--- config.mk ---
export PLATFORM = sky130hd
export DESIGN_NAME = tt_sweep_ctrl
export DESIGN_NICKNAME = d
export VERILOG_FILES = /design/src/rtl/tt_sweep_ctrl.sv
export SDC_FILE = /design/constraint.sdc
export NUM_CORES = 1
export LEC_CHECK = 0
export ABC_AREA = 1
export BUFFER_PORTS_ARGS = -buffer_cell sky130_fd_sc_hd__buf_4
export CORE_MARGIN = 3
export CORE_UTILIZATION = 35
export CTS_BUF_LIST = sky130_fd_sc_hd__clkbuf_4 sky130_fd_sc_hd__clkbuf_8 sky130_fd_sc_hd__clkbuf_16
export DETAILED_ROUTE_END_ITERATION = 10
export GPL_ROUTABILITY_DRIVEN = 1
export PLACE_DENSITY = 0.63
export SKIP_LAST_GASP = 1
export SYNTH_ARGS = -nofsm -noshare
export SYNTH_HDL_FRONTEND = slang
export SYNTH_SLANG_ARGS = --single-unit
--- constraint.sdc ---
create_clock -name clk -period 2.8 [get_ports clk]
set_clock_uncertainty 0.1 [all_clocks]
set_input_delay 0.56 -clock clk [delete_from_list [all_inputs] [get_ports clk]]
set_output_delay 0.56 -clock clk [all_outputs]
set_load 0.005 [all_outputs]
--- src/rtl/tt_sweep_ctrl.sv ---
// tt_sweep_ctrl
//   Sweeps every input vector of an N_IN-input, 1-output combinational
//   function, holds each vector for HOLD cycles, samples the function output
//   into a truth-table register, and compares the finished table against a
//   golden table.
//
// Parameters
//   N_IN  number of function inputs (1..6); table width is 2**N_IN
//   HOLD  cycles each vector is held before sampling (>= 1)
//
// Ports
//   clk          clock, rising edge
//   rst_n        asynchronous active-low reset
//   start_i      single-cycle sweep request (ignored while sweeping)
//   y_i          output of the function under control
//   expected_i   golden table, bit k = expected Y for vector k
//   vec_o        vector driven to the function (MSB = first input)
//   busy_o       sweep in progress
//   done_o       sweep finished, held until the next accepted start
//   table_o      captured table, bit k = y_i sampled for vector k
//   match_o      done_o && (table_o == expected_i)
//
// Optional feature (macro TT_SWEEP_FIRST_FAIL_EN)
//   first_fail_o  first vector whose sample differed from expected_i
//   fail_seen_o   set once any sampled vector has differed
module tt_sweep_ctrl #(
  parameter int unsigned N_IN = 3,
  parameter int unsigned HOLD = 10
) (
  input  logic                  clk,
  input  logic                  rst_n,
  input  logic                  start_i,
  input  logic                  y_i,
  input  logic [2**N_IN-1:0]    expected_i,
  output logic [N_IN-1:0]       vec_o,
  output logic                  busy_o,
  output logic                  done_o,
  output logic [2**N_IN-1:0]    table_o,
  output logic                  match_o
`ifdef TT_SWEEP_FIRST_FAIL_EN
  ,
  output logic [N_IN-1:0]       first_fail_o,
  output logic                  fail_seen_o
`endif
);

  localparam int unsigned TBL_W = 2**N_IN;
  localparam int unsigned CNT_W = (HOLD > 1) ? $clog2(HOLD) : 1;
  localparam logic [CNT_W-1:0] CNT_LAST = CNT_W'(HOLD - 1);
  localparam logic [N_IN-1:0]  VEC_LAST = '1;

  typedef enum logic [1:0] {
    IDLE  = 2'd0,
    DRIVE = 2'd1,
    DONE  = 2'd2
  } state_t;

  state_t            state_q;
  state_t            state_d;
  logic [N_IN-1:0]   vec_q;
  logic [CNT_W-1:0]  cnt_q;
  logic [TBL_W-1:0]  table_q;

  logic accept;
  logic sample;
  logic last_vec;

  // Start is honoured in IDLE and DONE alike; DRIVE never restarts.
  assign accept   = (state_q != DRIVE) && start_i;
  assign sample   = (state_q == DRIVE) && (cnt_q == CNT_LAST);
  assign last_vec = (vec_q == VEC_LAST);

  // State register
  always_ff @(posedge clk or negedge rst_n) begin
    if (!rst_n) begin
      state_q <= IDLE;
    end else begin
      state_q <= state_d;
    end
  end

  // Next-state logic
  always_comb begin
    state_d = state_q;
    unique case (state_q)
      IDLE:    if (start_i) state_d = DRIVE;
      DRIVE:   if (sample && last_vec) state_d = DONE;
      DONE:    if (start_i) state_d = DRIVE;
      default: state_d = IDLE;
    endcase
  end

  // Vector, hold counter and captured table
  always_ff @(posedge clk or negedge rst_n) begin
    if (!rst_n) begin
      vec_q   <= '0;
      cnt_q   <= '0;
      table_q <= '0;
    end else if (accept) begin
      vec_q   <= '0;
      cnt_q   <= '0;
      table_q <= '0;
    end else if (state_q == DRIVE) begin
      if (sample) begin
        table_q[vec_q] <= y_i;
        cnt_q          <= '0;
        // Terminal vector ends the sweep; vec_o parks at 0 in DONE.
        vec_q          <= last_vec ? '0 : vec_q + 1'b1;
      end else begin
        cnt_q <= cnt_q + 1'b1;
      end
    end
  end

`ifdef TT_SWEEP_FIRST_FAIL_EN
  logic [N_IN-1:0] first_fail_q;
  logic            fail_seen_q;

  always_ff @(posedge clk or negedge rst_n) begin
    if (!rst_n) begin
      first_fail_q <= '0;
      fail_seen_q  <= 1'b0;
    end else if (accept) begin
      first_fail_q <= '0;
      fail_seen_q  <= 1'b0;
    end else if (sample && !fail_seen_q && (y_i != expected_i[vec_q])) begin
      first_fail_q <= vec_q;
      fail_seen_q  <= 1'b1;
    end
  end

  assign first_fail_o = first_fail_q;
  assign fail_seen_o  = fail_seen_q;
`endif

  // Output logic
  always_comb begin
    busy_o  = (state_q == DRIVE);
    done_o  = (state_q == DONE);
    vec_o   = vec_q;
    table_o = table_q;
    match_o = (state_q == DONE) && (table_q == expected_i);
  end

endmodule
==> results of run 1 <==
## cell usage after synthesis
| library cell | n | area share |
|---|---|---|
| nor3_1 | 6 | 0.026 |
| nand2_4 | 2 | 0.020 |
| nand3_1 | 13 | 0.057 |
| or2_2 | 1 | 0.0055 |
| xnor2_1 | 2 | 0.015 |
| buf_6 | 3 | 0.030 |
| inv_2 | 3 | 0.0099 |
| nor2_1 | 13 | 0.043 |
| dfrtp_1 | 17 | 0.37 |
| nand2_1 | 62 | 0.20 |
| nand2_2 | 1 | 0.0055 |
| nand3_4 | 1 | 0.015 |
| o22ai_1 | 1 | 0.0055 |
| nor2_2 | 1 | 0.0055 |
| nand4_1 | 1 | 0.0055 |
| o21ai_0 | 4 | 0.018 |
| inv_1 | 27 | 0.089 |
| nor2_8 | 1 | 0.018 |
| a21oi_1 | 2 | 0.0088 |
| ha_1 | 4 | 0.044 |
## logic make-up (layout without fill, tap and decap cells)
| kind of cell | count (synthesis) | after routing | share of synthesized area |
|---|---|---|---|
| AOI/OAI and AO/OA | 7 | 7 | 0.0319 |
| xor gates and xnor gates | 2 | 2 | 0.0154 |
| adders and majority gates | 4 | 4 | 0.0440 |
| buffers and inverters | 33 | 59 | 0.129 |
| DFF | 17 | 17 | 0.374 |
| and+or+nand+nor | 102 | 102 | 0.406 |
## worst paths after layout
kind	to	slack [ns]	depth (start not counted)
setup / recovery	match_o	0.81	6
hold / removal	table_o[6]	0.005	1
setup reg to reg	vec_o[2]	1.33	7
hold reg to reg	state_q[0]	0.44	1
max in group asynchronous	cnt_q[1]	2.40	1
min in group clk	state_q[1]	0.37	2
## per-stage QoR
stage | worst slack [ns] | hold WS (ns) | power, mW | utilization
floorplan | 1.21 | 0.164 | 0.638 | -
global placement | 0.977 | 0.338 | 0.744 | 0.437
detailed placement | 0.969 | 0.341 | 0.757 | 0.437
CTS | 0.768 | 0.0153 | 0.903 | 0.447
global route | 0.661 | 0.0177 | 0.981 | 0.447
finish | 0.807 | 0.00546 | 0.893 | 0.447
## flip-flops by register name (all words and copies together), names as in the netlist
name     flops
vec_o        3
cnt_q        4
state_q      2
table_o      8
## layer usage
| layer | share of wire | vias up | global-route usage |
|---|---|---|---|
| met5 | 0 | - | 0 |
| met4 | 0.014 | 0 | 0.0496 |
| met3 | 0.042 | 4 | 0.0144 |
| met2 | 0.51 | 23 | 0.223 |
| met1 | 0.44 | 456 | 0.153 |
| li1 | - | 551 | - |
## power by group
group	internal [mW]	switching (mW)
clock	0.0652	0.0790
combinational	0.161	0.189
sequential	0.311	0.0879
total	0.537	0.356
## cell type report
type                    count  area (µm²)
fillers                   325        1700
well taps                  44        55.1
multi-input cells         115         566
clock buffers               4        30.0
repair buffers             25         188
inverters                  30         113
flip-flops and latches     17         425
==> metrics, run 1 <==
Distinct cells, synth 20; most frequent cells in the layout nand2_1, inv_1, buf_4; total overflow reported by the global router 0; Mapped Area roughly 1100 µm²; CTS Sinks 17; diodes inserted 0; RD Place Congestion 0.775; Worst path slowest cell dfrtp_1; maximum fanout along the worst path 3; worst-skew pair later-pin latency 0.29 ns; synth warn 0; Max clock buf depth 2; delay-heaviest family, CP flip-flops; first-pass GRT wire length 4.12 mm; Max Cap Viol 0; crit path from state_q[0]; crit path time final 1.99 ns; Max IR drop VDD approximately 0.00023 V; RR Startpoint cnt_q[1]; placed inst area 1350 µm²; Iter 0 DRT Violations between 50 and 60; post_cts resized 0; layout net count 208; LEAKAGE between 0.8 and 0.9 nW; Worst slew margin 0.798; critical-path cell list inv_1 -> nand2_1 -> nor2_1 -> nand3_1 -> nor2_1 -> buf_4; Root Driver clkbuf_4; Hold Crit Class in2async; Hold Vio Cnt, Final 0; Crit path buffers/inverters 2; largest net degree at the start of global routing 23; Mapped Nets 181; Starting Density 0.370; share of cells above drive strength 1 0.204; number of setup buffers added after CTS 0; RSZ-0062 raised after global routing false; Avg Cell Area, Syn 6.89 µm²; dpl cells around 230; via count 1,034; port buffer count 25; initial antenna violation count 0; slowest stage delay, CP between 0.4 and 0.5 ns; most common cell after layout, fill and taps aside nand2_1; vias in the first global route 973; Core ar. 3080 µm²; CTS tree built; Die Y 63.0 µm; Cells after Synth 165; worst-margin pin slew approximately 0.30 ns; DIE AREA 3970 µm²; hold buffers post-CTS 0; TritonCTS buffer count 3; CTS clk-pin slew, worst paths 0.10 ns; Final Cycle Share 0.712; vias per inst 4.40; maximum clock rate 0.502 GHz; GR Util All Layers 0.125; Detailed Place HPWL 1.79 mm; CTS H-tree depth 1; Yosys reg bits 17; Setup Total Neg Slack 0 ns; endpoint class of the critical path primary output; DRC viols 0; Die Width 63.0 µm; Req. time, crit path 2.14 ns; Syn-to-layout area delta 21.0%; most frequent cell on the critical path nor2_1; Slew Viols, Final 0; setup violators final 0; DR WL/cell 9.69 µm; status finished clean; sequential share of the synthesized area 0.374; Initial DRT Pass Iterations 4; crit path DAT 1.33 ns; critical path class reg2out; final WL 2.28 mm; final instance area 1380 µm²; Startpoint Class register; fin cells 235; P per Cell Area approximately 650 nW/µm²; I/O pin count 26; FP Rows 20; Antenna Nets Post-Route 0
Power figures use the tool's default switching activity.
==> run 2: changes to the inputs <==
- ABC_AREA: 1 -> 0
- PLACE_DENSITY: 0.63 -> 0.64
- clock period: 2.8 -> 2 ns (I/O delays scaled with it)
==> metrics, run 2 <==
Cells after Synth 98; Hold Vio Cnt, Final 0; dpl cells 151; Avg Cell Area, Syn 10.0 µm²; Die Width 59.0 µm; r2r endpoint vec_o[2]; Die Y 59.0 µm; most common cell after layout, fill and taps aside buf_4; CP endpoint match_o; sequential share of the synthesized area 0.433; crit path time final approximately 1.9 ns; vias in the first global route 740; placed inst area around 1200 µm²; most frequent cells in the layout buf_4, dfrtp_1, nor2_1; Hold Crit Class in2reg; CTS clk-pin slew, worst paths 0.09 ns; Setup Total Neg Slack 0 ns; Mapped Nets around 110; worst-skew pair later-pin latency just under 0.3 ns; GR Util All Layers 0.127; largest net degree at the start of global routing 18; Final Cycle Share 0.941; Core Util, Final 0.481; Root Driver clkbuf_4; final instance area 1240 µm²; layout net count 143; Starting Density 0.383; worst-margin pin slew 0.355 ns; DIE AREA ~3500 µm²; Fillers about 250; crit path DAT ~1.4 ns; maximum fanout along the worst path 3; Post-synth EDFFs 0; P per Cell Area around 910 nW/µm²; initial antenna violation count 0; Main synth FF type dfrtp_1; Max Cap Viol 0; Core ar. ~2600 µm²; LEAKAGE 0.609 nW; Mapped Area 982 µm²; via count about 810; Req. time, crit path 1.50 ns; Detailed Place HPWL 1.59 mm; leading area contributor after synthesis dfrtp_1; synth warn 0; Yosys reg bits 17; Iter 0 DRT Violations 14; Max clock buf depth 2; total overflow reported by the global router 0; endpoint class of the critical path primary output; Slew Viols, Final 0; status finished clean; Largest register FFs 8; DR WL/cell 13.3 µm; Initial DRT Pass Iterations 4; CTS H-tree depth 1; Reg2Reg Depth 5; RSZ-0062 raised after global routing false; number of setup buffers added after CTS 0; Antenna Nets Post-Route 0; share of cells above drive strength 1 0.294; Startpoint Class register; most frequent cell after synthesis dfrtp_1; asr flop ratio synth 1.00; final WL 2.08 mm; maximum clock rate around 0.53 GHz; diodes inserted 0; most area-consuming cells after synthesis dfrtp_1, mux2i_1, xnor2_1, ha_1, nor2_1; CTS Sinks 17; critical-path cell list xnor2_2 -> nand3_1 -> nor4_1 -> buf_4; DRC viols 0; TritonCTS buffer count 3; RD Place Congestion 0.695; reg2reg setup slack about 0.35 ns; Synth top area share 0.433; Setup WS pre-CTS about 0.28 ns; crit path from table_o[2]; RR Startpoint state_q[1]; Distinct cells, synth 29; setup violators final 0; worst setup margin 0.119 ns; first-pass GRT wire length 3.33 mm; I/O pin count 26; CTS tree built; Worst slew margin 0.763; slowest stage delay, CP 0.43 ns; top cells by count, synth dfrtp_1, nor2_1, mux2i_1, nand2_1, xnor2_1; Max IR drop VDD 0.000504 V; FP Rows 18; Syn-to-layout area delta 25.9%; Worst path slowest cell dfrtp_1; critical path class reg2out; fin cells 156; vias per inst 5.22; port buffer count 25
[run 2: kinds of logic (layout without fill, tap and decap cells)]
family                   count (synthesis)  after routing  synth area share
AND/OR/NAND/NOR                         41             41             0.241
flip-flops                              17             17             0.433
AO/OA/AOI/OAI                           13             13            0.0764
XOR/XNOR                                 8              8            0.0713
multiplexers                             8              8            0.0828
buffers and inverters                    7             35            0.0446
adder cells (fa/ha/maj)                  4              4            0.0510
[run 2: where the power goes]
group / total, mW / internal, mW / leakage (nW) / switching, mW
clock network: 0.197 / 0.0911 / 0.0184 / 0.106
logic: 0.386 / 0.210 / 0.366 / 0.177
registers: 0.542 / 0.426 / 0.224 / 0.116
total: 1.13 / 0.727 / 0.609 / 0.398
[run 2: through the flow]
stage                     total power, mW  hold slack [ns]
after floorplan                     0.781          0.00441
after global placement              0.918            0.175
after detailed placement            0.933            0.176
after CTS                            1.14            0.206
after global routing                 1.22            0.213
final                                1.13            0.214
[run 2: metal layers]
layer	vias up	wire length (µm)	GRT usage
met5	-	0	0
li1	403	-	-
met1	384	937	0.177
met2	23	1010	0.185
met4	0	24	0.0485
met3	4	108	0.0392
[run 2: worst max-delay path: cells and delay by family (launching register included)]
kind,cells,cell delay [ns]
xor gates and xnor gates,1,0.16
and+or+nand+nor,2,0.34
buffers and inverters,1,0.16
DFF,1,0.43
[run 2: worst min-delay path by stage]
stage,startpoint,endpoint,depth (start not counted)
3_3_place_gp,rst_n,table_o[3],1
2_1_floorplan,rst_n,cnt_q[0],0
4_1_cts,start_i,state_q[1],2
5_1_grt,start_i,state_q[1],2
3_5_place_dp,rst_n,table_o[3],1
6_report,start_i,state_q[1],2
[run 2: cell type report]
cell class | instances | area, µm² | area share
Multi-Input combinational cell | 74 | 520 | 0.421
Clock buffer | 4 | 30.0 | 0.0243
Tap cell | 30 | 37.5 | 0.0304
Sequential cell | 17 | 425 | 0.344
Timing Repair Buffer | 27 | 205 | 0.166
Inverter | 4 | 17.5 | 0.0142
[run 2: timing repair]
action,CTS,global route
hold endpoints to repair,17,0
setup endpoints to repair,0,1
resized for setup,0,1
hold buffers,1,0
